$ cat config.mk
export PLATFORM = sky130hd
export DESIGN_NAME = rect_flip_engine
export DESIGN_NICKNAME = d
export VERILOG_FILES = /design/src/rtl/rect_flip_engine.sv
export SDC_FILE = /design/constraint.sdc
export NUM_CORES = 1
export LEC_CHECK = 0
export CORE_MARGIN = 3
export CORE_UTILIZATION = 45
export DETAILED_ROUTE_END_ITERATION = 6
export MAX_ROUTING_LAYER = met4
export SLEW_MARGIN = 20
export SYNTH_ARGS = -nofsm -noshare
export SYNTH_HDL_FRONTEND = slang
export SYNTH_SLANG_ARGS = --single-unit
export TNS_END_PERCENT = 1
$ cat constraint.sdc
create_clock -name clk -period 5.1 [get_ports clk]
set_clock_uncertainty 0.2 [all_clocks]
set_input_delay 1.53 -clock clk [delete_from_list [all_inputs] [get_ports clk]]
set_output_delay 1.53 -clock clk [all_outputs]
set_load 0.02 [all_outputs]
$ cat src/rtl/rect_flip_engine.sv
// In-place sub-rectangle mirror engine over a ROWS x COLS register matrix, one swap per cycle.
// Define RECT_FLIP_ERR_EN to reject reversed or out-of-range bounds with an err pulse.
module rect_flip_engine #(
  parameter int unsigned ROWS       = 4,
  parameter int unsigned COLS       = 4,
  parameter int unsigned DATA_WIDTH = 8,
  localparam int unsigned RW        = (ROWS > 2) ? $clog2(ROWS) : 1,
  localparam int unsigned CW        = (COLS > 2) ? $clog2(COLS) : 1,
  localparam int unsigned AW        = $clog2(ROWS * COLS)
) (
  input  logic                  clk,
  input  logic                  reset_n,
  input  logic                  wr_en,
  input  logic [AW-1:0]         wr_addr,
  input  logic [DATA_WIDTH-1:0] wr_data,
  input  logic [AW-1:0]         rd_addr,
  output logic [DATA_WIDTH-1:0] rd_data,
  input  logic                  start,
  input  logic [1:0]            mode,
  input  logic [RW-1:0]         r1,
  input  logic [RW-1:0]         r2,
  input  logic [CW-1:0]         c1,
  input  logic [CW-1:0]         c2,
  output logic                  busy,
  output logic                  done,
  output logic                  err
);

  localparam int unsigned NumElem = ROWS * COLS;
  localparam logic [RW-1:0] RowLast = RW'(ROWS - 1);
  localparam logic [CW-1:0] ColLast = CW'(COLS - 1);

  typedef enum logic [1:0] {StIdle, StSetup, StScan, StDone} state_e;
  state_e state_q, state_d;

  logic [DATA_WIDTH-1:0] mem_q [NumElem];
  logic [1:0]            mode_q;
  logic [RW-1:0]         r1_q, r2_q, rlo_q, rhi_q, row_q;
  logic [CW-1:0]         c1_q, c2_q, clo_q, chi_q, col_q;

  logic [RW-1:0] rlo_n, rhi_n, pr;
  logic [CW-1:0] clo_n, chi_n, pc;
  logic [AW-1:0] addr_a, addr_b;
  logic          bad_req, do_swap, row_end, col_end;

  function automatic logic [RW-1:0] clamp_row(input logic [RW-1:0] x);
    return (32'(x) >= ROWS) ? RowLast : x;
  endfunction

  function automatic logic [CW-1:0] clamp_col(input logic [CW-1:0] x);
    return (32'(x) >= COLS) ? ColLast : x;
  endfunction

  always_comb begin
    rlo_n = clamp_row((r1_q < r2_q) ? r1_q : r2_q);
    rhi_n = clamp_row((r1_q < r2_q) ? r2_q : r1_q);
    clo_n = clamp_col((c1_q < c2_q) ? c1_q : c2_q);
    chi_n = clamp_col((c1_q < c2_q) ? c2_q : c1_q);
  end

`ifdef RECT_FLIP_ERR_EN
  assign bad_req = (r1_q > r2_q) || (c1_q > c2_q) || (32'(r1_q) >= ROWS) || (32'(r2_q) >= ROWS)
                || (32'(c1_q) >= COLS) || (32'(c2_q) >= COLS);
  assign err     = (state_q == StSetup) && bad_req;
`else
  assign bad_req = 1'b0;
  assign err     = 1'b0;
`endif

  // Mirror sums carry one extra bit; the result always lands back inside the rectangle.
  always_comb begin
    pr      = mode_q[1] ? RW'({1'b0, rlo_q} + {1'b0, rhi_q} - {1'b0, row_q}) : row_q;
    pc      = mode_q[0] ? CW'({1'b0, clo_q} + {1'b0, chi_q} - {1'b0, col_q}) : col_q;
    addr_a  = AW'(row_q) * AW'(COLS) + AW'(col_q);
    addr_b  = AW'(pr) * AW'(COLS) + AW'(pc);
    // Only the lower address of each pair swaps, so every pair moves exactly once.
    do_swap = (state_q == StScan) && (addr_a < addr_b);
    row_end = (row_q == rhi_q);
    col_end = (col_q == chi_q);
  end

  always_comb begin
    state_d = state_q;
    unique case (state_q)
      StIdle:  if (start) state_d = StSetup;
      StSetup: state_d = bad_req ? StIdle : StScan;
      StScan:  if (row_end && col_end) state_d = StDone;
      StDone:  state_d = StIdle;
      default: state_d = StIdle;
    endcase
  end

  assign busy = (state_q != StIdle);
  assign done = (state_q == StDone);

  always_ff @(posedge clk or negedge reset_n) begin
    if (!reset_n) begin
      state_q <= StIdle;
      mode_q  <= '0;
      r1_q    <= '0;
      r2_q    <= '0;
      c1_q    <= '0;
      c2_q    <= '0;
      rlo_q   <= '0;
      rhi_q   <= '0;
      clo_q   <= '0;
      chi_q   <= '0;
      row_q   <= '0;
      col_q   <= '0;
    end else begin
      state_q <= state_d;
      if (state_q == StIdle && start) begin
        mode_q <= mode;
        r1_q   <= r1;
        r2_q   <= r2;
        c1_q   <= c1;
        c2_q   <= c2;
      end
      if (state_q == StSetup) begin
        rlo_q <= rlo_n;
        rhi_q <= rhi_n;
        clo_q <= clo_n;
        chi_q <= chi_n;
        row_q <= rlo_n;
        col_q <= clo_n;
      end
      if (state_q == StScan) begin
        if (col_end) begin
          col_q <= clo_q;
          if (!row_end) row_q <= row_q + 1'b1;
        end else begin
          col_q <= col_q + 1'b1;
        end
      end
    end
  end

  always_ff @(posedge clk or negedge reset_n) begin
    if (!reset_n) begin
      for (int i = 0; i < NumElem; i++) mem_q[i] <= '0;
      rd_data <= '0;
    end else begin
      if (wr_en && !busy && (32'(wr_addr) < NumElem)) mem_q[wr_addr] <= wr_data;
      if (do_swap) begin
        mem_q[addr_a] <= mem_q[addr_b];
        mem_q[addr_b] <= mem_q[addr_a];
      end
      rd_data <= (32'(rd_addr) < NumElem) ? mem_q[rd_addr] : '0;
    end
  end

endmodule

## Word-level counts from Yosys, hierarchy flattened

Index checks and enable logic that the tools add are counted.

| cells by class | value |
|---|---|
| equality and inequality tests | 7 |
| $lt $le $gt $ge | 10 |
| reduce and logical (&&, ||, !) cells | 12 |
| mux-type cells | 36 |
| bitwise operators | 4 |
| add/sub/neg operators | 8 |

Operators by type and width:

| kind | count |
|---|---|
| $bwmux 128 | 3 |
| $mux 128 | 2 |
| $bmux 8 s4 | 3 |
| $demux 8 s4 | 3 |
| $mux 8 | 9 |
| $mux 2 | 15 |
| $ge 5x5->1 const B | 4 |
| $not 4->5 | 4 |
| $lt 5x1->1 const B | 3 |
| $add 4x2->4 | 2 |
| $pmux 2 s4 | 1 |
| $logic_and 1x1->1 | 7 |
| $add 2x1->2 const B | 2 |
| $add 2x2->2 | 2 |
| $eq 2x2->1 | 2 |
| $eq 2x2->1 const B | 2 |
| $lt 2x2->1 | 2 |
| $lt 4x4->1 | 1 |
| $reduce_bool 2->1 | 2 |
| $sub 2x2->2 | 2 |
| $eq 2x1->1 const B | 1 |
| $logic_not 2->1 | 1 |
| $ne 2x1->1 const B | 1 |
| $ne 2x2->1 const B | 1 |
| other kinds (2) | 2 |

| word-level totals | value |
|---|---|
| bits of input ports | 30 |
| logic and storage cells | 106 |
| register bits | 160 |

## Logic depth before layout (Yosys ltp)

Gate-level depths: netlist of run 1.

| depth | value |
|---|---|
| word-level depth | 11 |
| gate-level depth with buffers | 20 |
| mapped depth without buffers | 17 |

## Worst setup path after synthesis of run 1

Ideal clock, no wire load.

| path | value |
|---|---|
| kind | flip-flop to flip-flop |
| start | register row_q[0] |
| end | register mem_q[104] in the netlist's numbering |
| required time | 4.780 ns |
| data arrival time | 3.846 ns |
| setup slack | 0.934 ns |
| stages on the path, launching flop included | 19 |
| clock period less this slack | 4.166 ns |
| cells stage by stage | dfrtp_1 ha_1 inv_1 ha_1 xnor2_1 xnor2_2 nand3_2 nand2_1 inv_1 ha_1 nor4bb_1 nand3_1 mux2i_2 nor2_2 buf_6 buf_6 a21oi_1 o22ai_1 a31o_2 |

| on the way | value |
|---|---|
| cells in the longest elaborated chain, start to end | 10 |

RTL lines:

| item | RTL line | source |
|---|---|---|
| start, declared | 38 | `logic [RW-1:0] r1_q, r2_q, rlo_q, rhi_q, row_q;` |
| start signal, assigned | 124 | `row_q <= rlo_n;` |
| start signal, assigned | 130 | `if (!row_end) row_q <= row_q + 1'b1;` |
| $sub 2x2->2 | 72 | `pr = mode_q[1] ? RW'({1'b0, rlo_q} + {1'b0, rhi_q} - {1'b0, row_q}) : row_q;` |
| $mux 2 | 72 |  |
| $add 4x2->4 | 75 | `addr_b = AW'(pr) * AW'(COLS) + AW'(pc);` |
| $not 4->5 (not written as such) | 145, 146 |  |
| $ge 5x5->1 (not written as such), or another cell as far along | 146 | `mem_q[addr_b] <= mem_q[addr_a];` |
| $logic_and 1x1->1 (not written as such) or $mux 8 (tied branches) | 146, 145 |  |
| $mux 8, on equally long branches | 146, 145 |  |
| $demux 8 s4 or $bwmux 128 (tied branches) | 146, 145 |  |
| $bwmux 128 | 146 |  |
| $mux 128 (*) | 144 | `if (do_swap) begin` |
| end signal, assigned by index | 143 | `if (wr_en && !busy && (32'(wr_addr) < NumElem)) mem_q[wr_addr] <= wr_data;` |
| end signal, assigned by index | 145 | `mem_q[addr_a] <= mem_q[addr_b];` |
| end signal, assigned by index | 146 |  |
| end, declared | 36 | `logic [DATA_WIDTH-1:0] mem_q [NumElem];` |

Mark *: on every way between the ends. The rest lies on a longest branch, timed or not. The select of a mux whose other input is x is not followed.
A chain may end at the register's enable or synchronous reset.

## Worst setup path in the final report of run 1

| path | value |
|---|---|
| start | register row_q[0] |
| end | register mem_q[32] in the netlist's numbering |

The elaborated chain is that of the path after synthesis.

==> results of run 1 <==
[cell usage after synthesis (4+ instances only)]
master / number / area, sq um
a221oi_1: 17 / 149
a211o_1: 6 / 52.6
and3_1: 6 / 37.5
nor3_2: 8 / 80.1
a221o_1: 57 / 571
o21ai_0: 17 / 85.1
a2111oi_0: 16 / 140
nand2b_1: 4 / 25.0
o22ai_1: 68 / 425
mux2i_1: 197 / 1970
nand3_1: 14 / 70.1
nor2_1: 57 / 214
ha_1: 25 / 313
dfrtp_1: 160 / 4000
nand2_1: 41 / 154
mux2_2: 32 / 360
and2_1: 39 / 244
a31o_2: 7 / 61.3
nor3_1: 47 / 235
o21a_1: 5 / 37.5
a21oi_1: 26 / 130
clkbuf_1: 37 / 139
buf_4: 19 / 143
o21ai_1: 15 / 75.1
a311o_1: 4 / 40.0
buf_2: 34 / 170
buf_1: 13 / 48.8
o211ai_1: 6 / 45.0
mux4_2: 80 / 1800
nand4_1: 5 / 31.3
buf_6: 9 / 101
inv_1: 24 / 90.1
a21o_1: 48 / 360
a21oi_2: 9 / 78.8
nor2_2: 5 / 31.3
nor4bb_1: 6 / 60.1
[layout make-up]
| cell class | instances | area [sq um] | share of cell area, % |
|---|---|---|---|
| multi-input combinational | 942 | 8700 | 59.2 |
| sequential | 160 | 4010 | 27.3 |
| timing repair buffer | 100 | 852 | 5.80 |
| tap | 384 | 480 | 3.27 |
| clock buffer | 18 | 429 | 2.92 |
| clock inverter | 14 | 128 | 0.869 |
| inverter | 25 | 93.8 | 0.639 |
| antenna | 1 | 2.50 | 0.0170 |
[cells by family (layout without fill, tap and decap cells)]
kind of cell | after synthesis | count (layout) | share of synthesized area, %
DFF | 160 | 160 | 30.0
other | 1 | 2 | 0.0281
muxes | 310 | 310 | 31.1
xor gates and xnor gates | 10 | 10 | 0.881
adders and majority gates | 25 | 25 | 2.34
buffers and inverters | 137 | 157 | 5.21
AOI/OAI and AO/OA | 329 | 329 | 18.9
and+or+nand+nor | 267 | 267 | 11.6
[through the flow]
step | std cells | worst slack [ps] | utilization [%] | instance area (sq um)
floorplan | 1239 | 934 | - | 13300
global placement | 1611 | 508 | 48.8 | 14100
detailed placement | 1611 | 377 | 48.8 | 14100
CTS | 1643 | 381 | 50.8 | 14700
global route | 1644 | 37.0 | 50.8 | 14700
finish | 1644 | 429 | 50.8 | 14700
[layer usage]
metal  GRT usage (%)  wire [um]
met5               -          0
met2            48.0      22100
met1            41.8      19300
met4            13.8       2470
met3            5.17       4420
[layout by cell type (no fill, tap or decap), types with 7 or more instances in the layout]
| master | instances |
|---|---|
| mux2_2 | 32 |
| clkbuf_16 | 17 |
| a21oi_2 | 9 |
| and2_1 | 39 |
| inv_1 | 24 |
| nor3_2 | 9 |
| ha_1 | 25 |
| clkdlybuf4s50_1 | 36 |
| mux4_2 | 80 |
| mux2i_1 | 196 |
| o21ai_1 | 15 |
| a221o_1 | 57 |
| nor3_1 | 46 |
| a31o_2 | 7 |
| a21o_1 | 48 |
| nor2_1 | 57 |
| nand2_1 | 41 |
| a21oi_1 | 26 |
| nand3_1 | 14 |
| dfrtp_1 | 158 |
| a221oi_1 | 17 |
| a2111oi_0 | 16 |
| o21ai_0 | 17 |
| buf_4 | 60 |
| o22ai_1 | 68 |
[what timing repair did]
| item | CTS | global route |
|---|---|---|
| setup buffers | 0 | 0 |
| hold buffers | 0 | 0 |
| setup endpoints to repair | 0 | 51 |
| gates resized for setup | 0 | 1 |
[final timing paths]
path / cells past startpoint / from / to / slack, ps
worst max register to register: 18 / row_q[0] / mem_q[32] / 430
worst min-delay path: 1 / rlo_q[0] / rlo_q[0] / 320
worst max-delay path: 18 / row_q[0] / mem_q[32] / 430
worst min register to register: 1 / rlo_q[0] / rlo_q[0] / 320
min in group asynchronous: 1 / reset_n / mem_q[63] / 900
max in group asynchronous: 2 / reset_n / mem_q[88] / 2910
[worst max-delay path, cell delays in order (launching register included)]
cell	delay, ps
dfrtp_1	390
ha_1	320
inv_1	50
ha_1	180
xnor2_1	370
xnor2_2	150
buf_4	190
nand3_2	140
nand2_1	120
inv_1	40
ha_1	180
nor4bb_1	370
nand3_1	140
mux2i_2	300
nor2_2	220
buf_4	260
a21oi_2	530
o22ai_1	180
a31o_2	240
==> out/metrics.yaml, run 1 <==
finalCriticalPeriod_ps: 4670
holdWs_ps: 319
timing.final.crit_share_pct: 91.6
largest_reg_flops: 128
setup-violations-final: 0
hold_path_class: "reg2reg"
dieArea_sq_mm: 0.0318
ys_async_sr_fraction_pct: 100
finalHoldViolations: 0
core-area_sq_mm: 0.0289
synthesis.area_sq_mm: 0.0133
die_y_um: 178
cts_buffers: 17
drv_slew: 0
seq_area_frac_synth_pct: 30.0
root_buffer: "clkbuf_16"
place.gp.congestion: 0.939
nNetsFinal: 1301
reg.largest.list: "mem_q (128), rd_data (8)"
tritoncts: "built"
io_pins: 41
synth-main-ff-cell: "dfrtp_1"
clock_latency_ps: 440
slew_headroom_pct: 19.4
antenna_found_initial: 1
grt_max_degree: 69
cp_max_fo: 16
path_clk_slew_ps: 70
nFillCells: 2603
crit_path_end_kind: "flop"
grt.overflow.total: 0
clock.fmax_mhz: 214
yosysWarningCount: 0
drt_iter0_markers: 1337
ant_nets: 0
vias_per_cell: 7.15
syn_inst: 1239
die_w_um: 178
synth-edff-count: 0
rows: 62
numPortBuffers: 39
layout-drive-gt1-share_pct: 21.9
htreeDepth: 4
grt_pass1_wl_um: 72800
critical_path_class: "reg2reg"
start_util_pct: 46.1
num_vias: 11748
detailed_place_hpwl_um: 34900
status: "completed"
synth_nets: 1294
ys_ff_latch: 160
synthDistinctLibCells: 78
cp.arrival_ps: 4800
track_usage_pct: 31.5
area_growth_pct: 10.1
wirelength_um: 48300
drc: 0
rsz0062_at_grt: "false"
fin_tns_setup_ps: 0
cts_sinks: 160
routedWlPerCell_um: 29.4
grt_pass1_vias: 11259
largest-register: "mem_q"
cp.required_ps: 5230
tightest_slew_ps: 1210
start_kind: "flop"
dr.pass1.iters: 6
syn_area_per_cell_sq_um: 10.8
clk_path_buf_depth: 2
maxCapViolations: 0
Power of run 1 is not shown: default switching activity piles up to over one toggle a cycle in this logic, so the estimate is an artifact.
==> run 2: changes to the inputs <==
==> constraint.sdc (replaced) <==
create_clock -name clk -period 4.4 [get_ports clk]
set_clock_uncertainty 0.2 [all_clocks]
set_input_delay 1.32 -clock clk [delete_from_list [all_inputs] [get_ports clk]]
set_output_delay 1.32 -clock clk [all_outputs]
set_load 0.02 [all_outputs]
==> out/metrics.yaml, run 2 (same netlist as run 1, synthesis figures left out) <==
antenna_found_initial: 0  # -1
cp.arrival_ps: 4290  # -510 ps
routedWlPerCell_um: 29.3  # about the same
largest_reg_flops: 128  # unchanged
grt_pass1_vias: 11730  # +4.2%
area_growth_pct: 11.7
cts_sinks: 160  # unchanged
status: "completed"
dieArea_sq_mm: 0.0318  # unchanged
rows: 62  # unchanged
cts_buffers: 17  # unchanged
finalCriticalPeriod_ps: 4100  # -570 ps
wirelength_um: 48700  # +0.92%
r2r_slack_ps: 300  # -130 ps
grt.overflow.total: 0  # unchanged
final_common_cell: "mux2i_1"
vias_per_cell: 7.17  # +0.28%
num_vias: 11896  # +1.3%
crit_path_end_kind: "flop"
die_w_um: 178  # unchanged
largest-register: "mem_q"
clk_path_buf_depth: 2  # unchanged
start_util_pct: 46.1  # unchanged
finalHoldViolations: 0  # unchanged
grt_pass1_wl_um: 74200  # +1.8%
tritoncts: "built"
core-area_sq_mm: 0.0289  # unchanged
fin_tns_setup_ps: 0  # unchanged
start_kind: "flop"
path_clk_slew_ps: 70  # about the same
grt_max_degree: 58  # -16%
drc: 0  # unchanged
track_usage_pct: 32.2  # +0.62 points
detailed_place_hpwl_um: 34900  # about the same
dr.pass1.iters: 6  # unchanged
clock_latency_ps: 450  # about the same
tightest_slew_ps: 1160  # -45.4 ps
hold_path_class: "reg2reg"
io_pins: 41  # unchanged
clock.fmax_mhz: 244  # +14%
final_cell_mix: "mux2i_1, dfrtp_1, mux4_2"
nNetsFinal: 1319  # +1.4%
timing.final.crit_share_pct: 93.2  # +1.6 points
critical_path_class: "reg2reg"
cp.required_ps: 4590  # -640 ps
antennaDiodeCount: 0  # -1
slew_headroom_pct: 22.5  # +3.0 points
cp_max_fo: 15  # -1
maxCapViolations: 0  # unchanged
rsz0062_at_grt: "false"
drt_iter0_markers: 1566  # +17%
die_y_um: 178  # unchanged
layout-drive-gt1-share_pct: 23.3  # +1.4 points
setup-violations-final: 0  # unchanged
nFillCells: 2605  # +0.077%
reg.largest.list: "mem_q (128), rd_data (8)"
root_buffer: "clkbuf_16"
place.gp.congestion: 0.967  # +3.0%
holdBufCountCts: 0  # unchanged
drv_slew: 0  # unchanged
numPortBuffers: 39  # unchanged
ant_nets: 0  # unchanged
htreeDepth: 4  # unchanged
[run 2: final cells by class]
cell class	count	area (sq um)	area share, %
clock buffers	19	453	3.04
flip-flops and latches	160	4010	26.9
clock inverters	12	124	0.831
repair buffers	118	1010	6.79
well taps	384	480	3.22
multi-input cells	942	8730	58.6
inverters	25	93.8	0.630
[run 2: final timing paths]
kind | start | to | depth (start not counted)
max | row_q[0] | mem_q[95] | 17
min | rlo_q[0] | rlo_q[0] | 1
max reg2reg | row_q[0] | mem_q[95] | 17
min reg2reg | rlo_q[0] | rlo_q[0] | 1
max in group asynchronous | reset_n | state_q[1] | 2
min in group asynchronous | reset_n | mem_q[127] | 1
[run 2: metrics by stage]
| step | area [sq um] | util (%) | hold WS (ps) | std cells | worst slack, ps |
|---|---|---|---|---|---|
| 2_1_floorplan | 13300 | - | 260 | 1239 | 234 |
| 3_3_place_gp | 14300 | 49.4 | 286 | 1630 | 190 |
| 3_5_place_dp | 14300 | 49.4 | 288 | 1630 | 63.2 |
| 4_1_cts | 14900 | 51.4 | 303 | 1661 | 50.5 |
| 5_1_grt | 14900 | 51.5 | 342 | 1660 | 12.4 |
| 6_report | 14900 | 51.5 | 299 | 1660 | 299 |
[run 2: worst max-delay path, cell delays in order, from the launching register on]
cell and delay, ps:
dfrtp_1 380, ha_1 310, inv_1 50, ha_1 210, xnor2_2 270, xnor2_2 160
nand3_2 140, nand2_1 110, inv_1 40, ha_1 210, nor4bb_4 280, nand3_1 130
mux2i_2 180, or2_2 320, buf_4 240, nand2_1 340, nor3_1 330, a211o_1 150
[run 2: repair_timing]
item | 4_1_cts | 5_1_grt
hold endpoints to repair | 0 | 0
setup buffers | 0 | 0
gates resized for setup | 0 | 7
endpoints found under the setup margin | 0 | 119
[run 2: routing by layer]
layer	up-vias	GRT usage, %	routed length [um]
met3	192	6.26	4820
met4	0	14.5	2530
met2	785	48.6	22000
met5	-	-	0
met1	5965	42.1	19300
li1	4954	-	-
Power of run 2 is left out for the same reason.
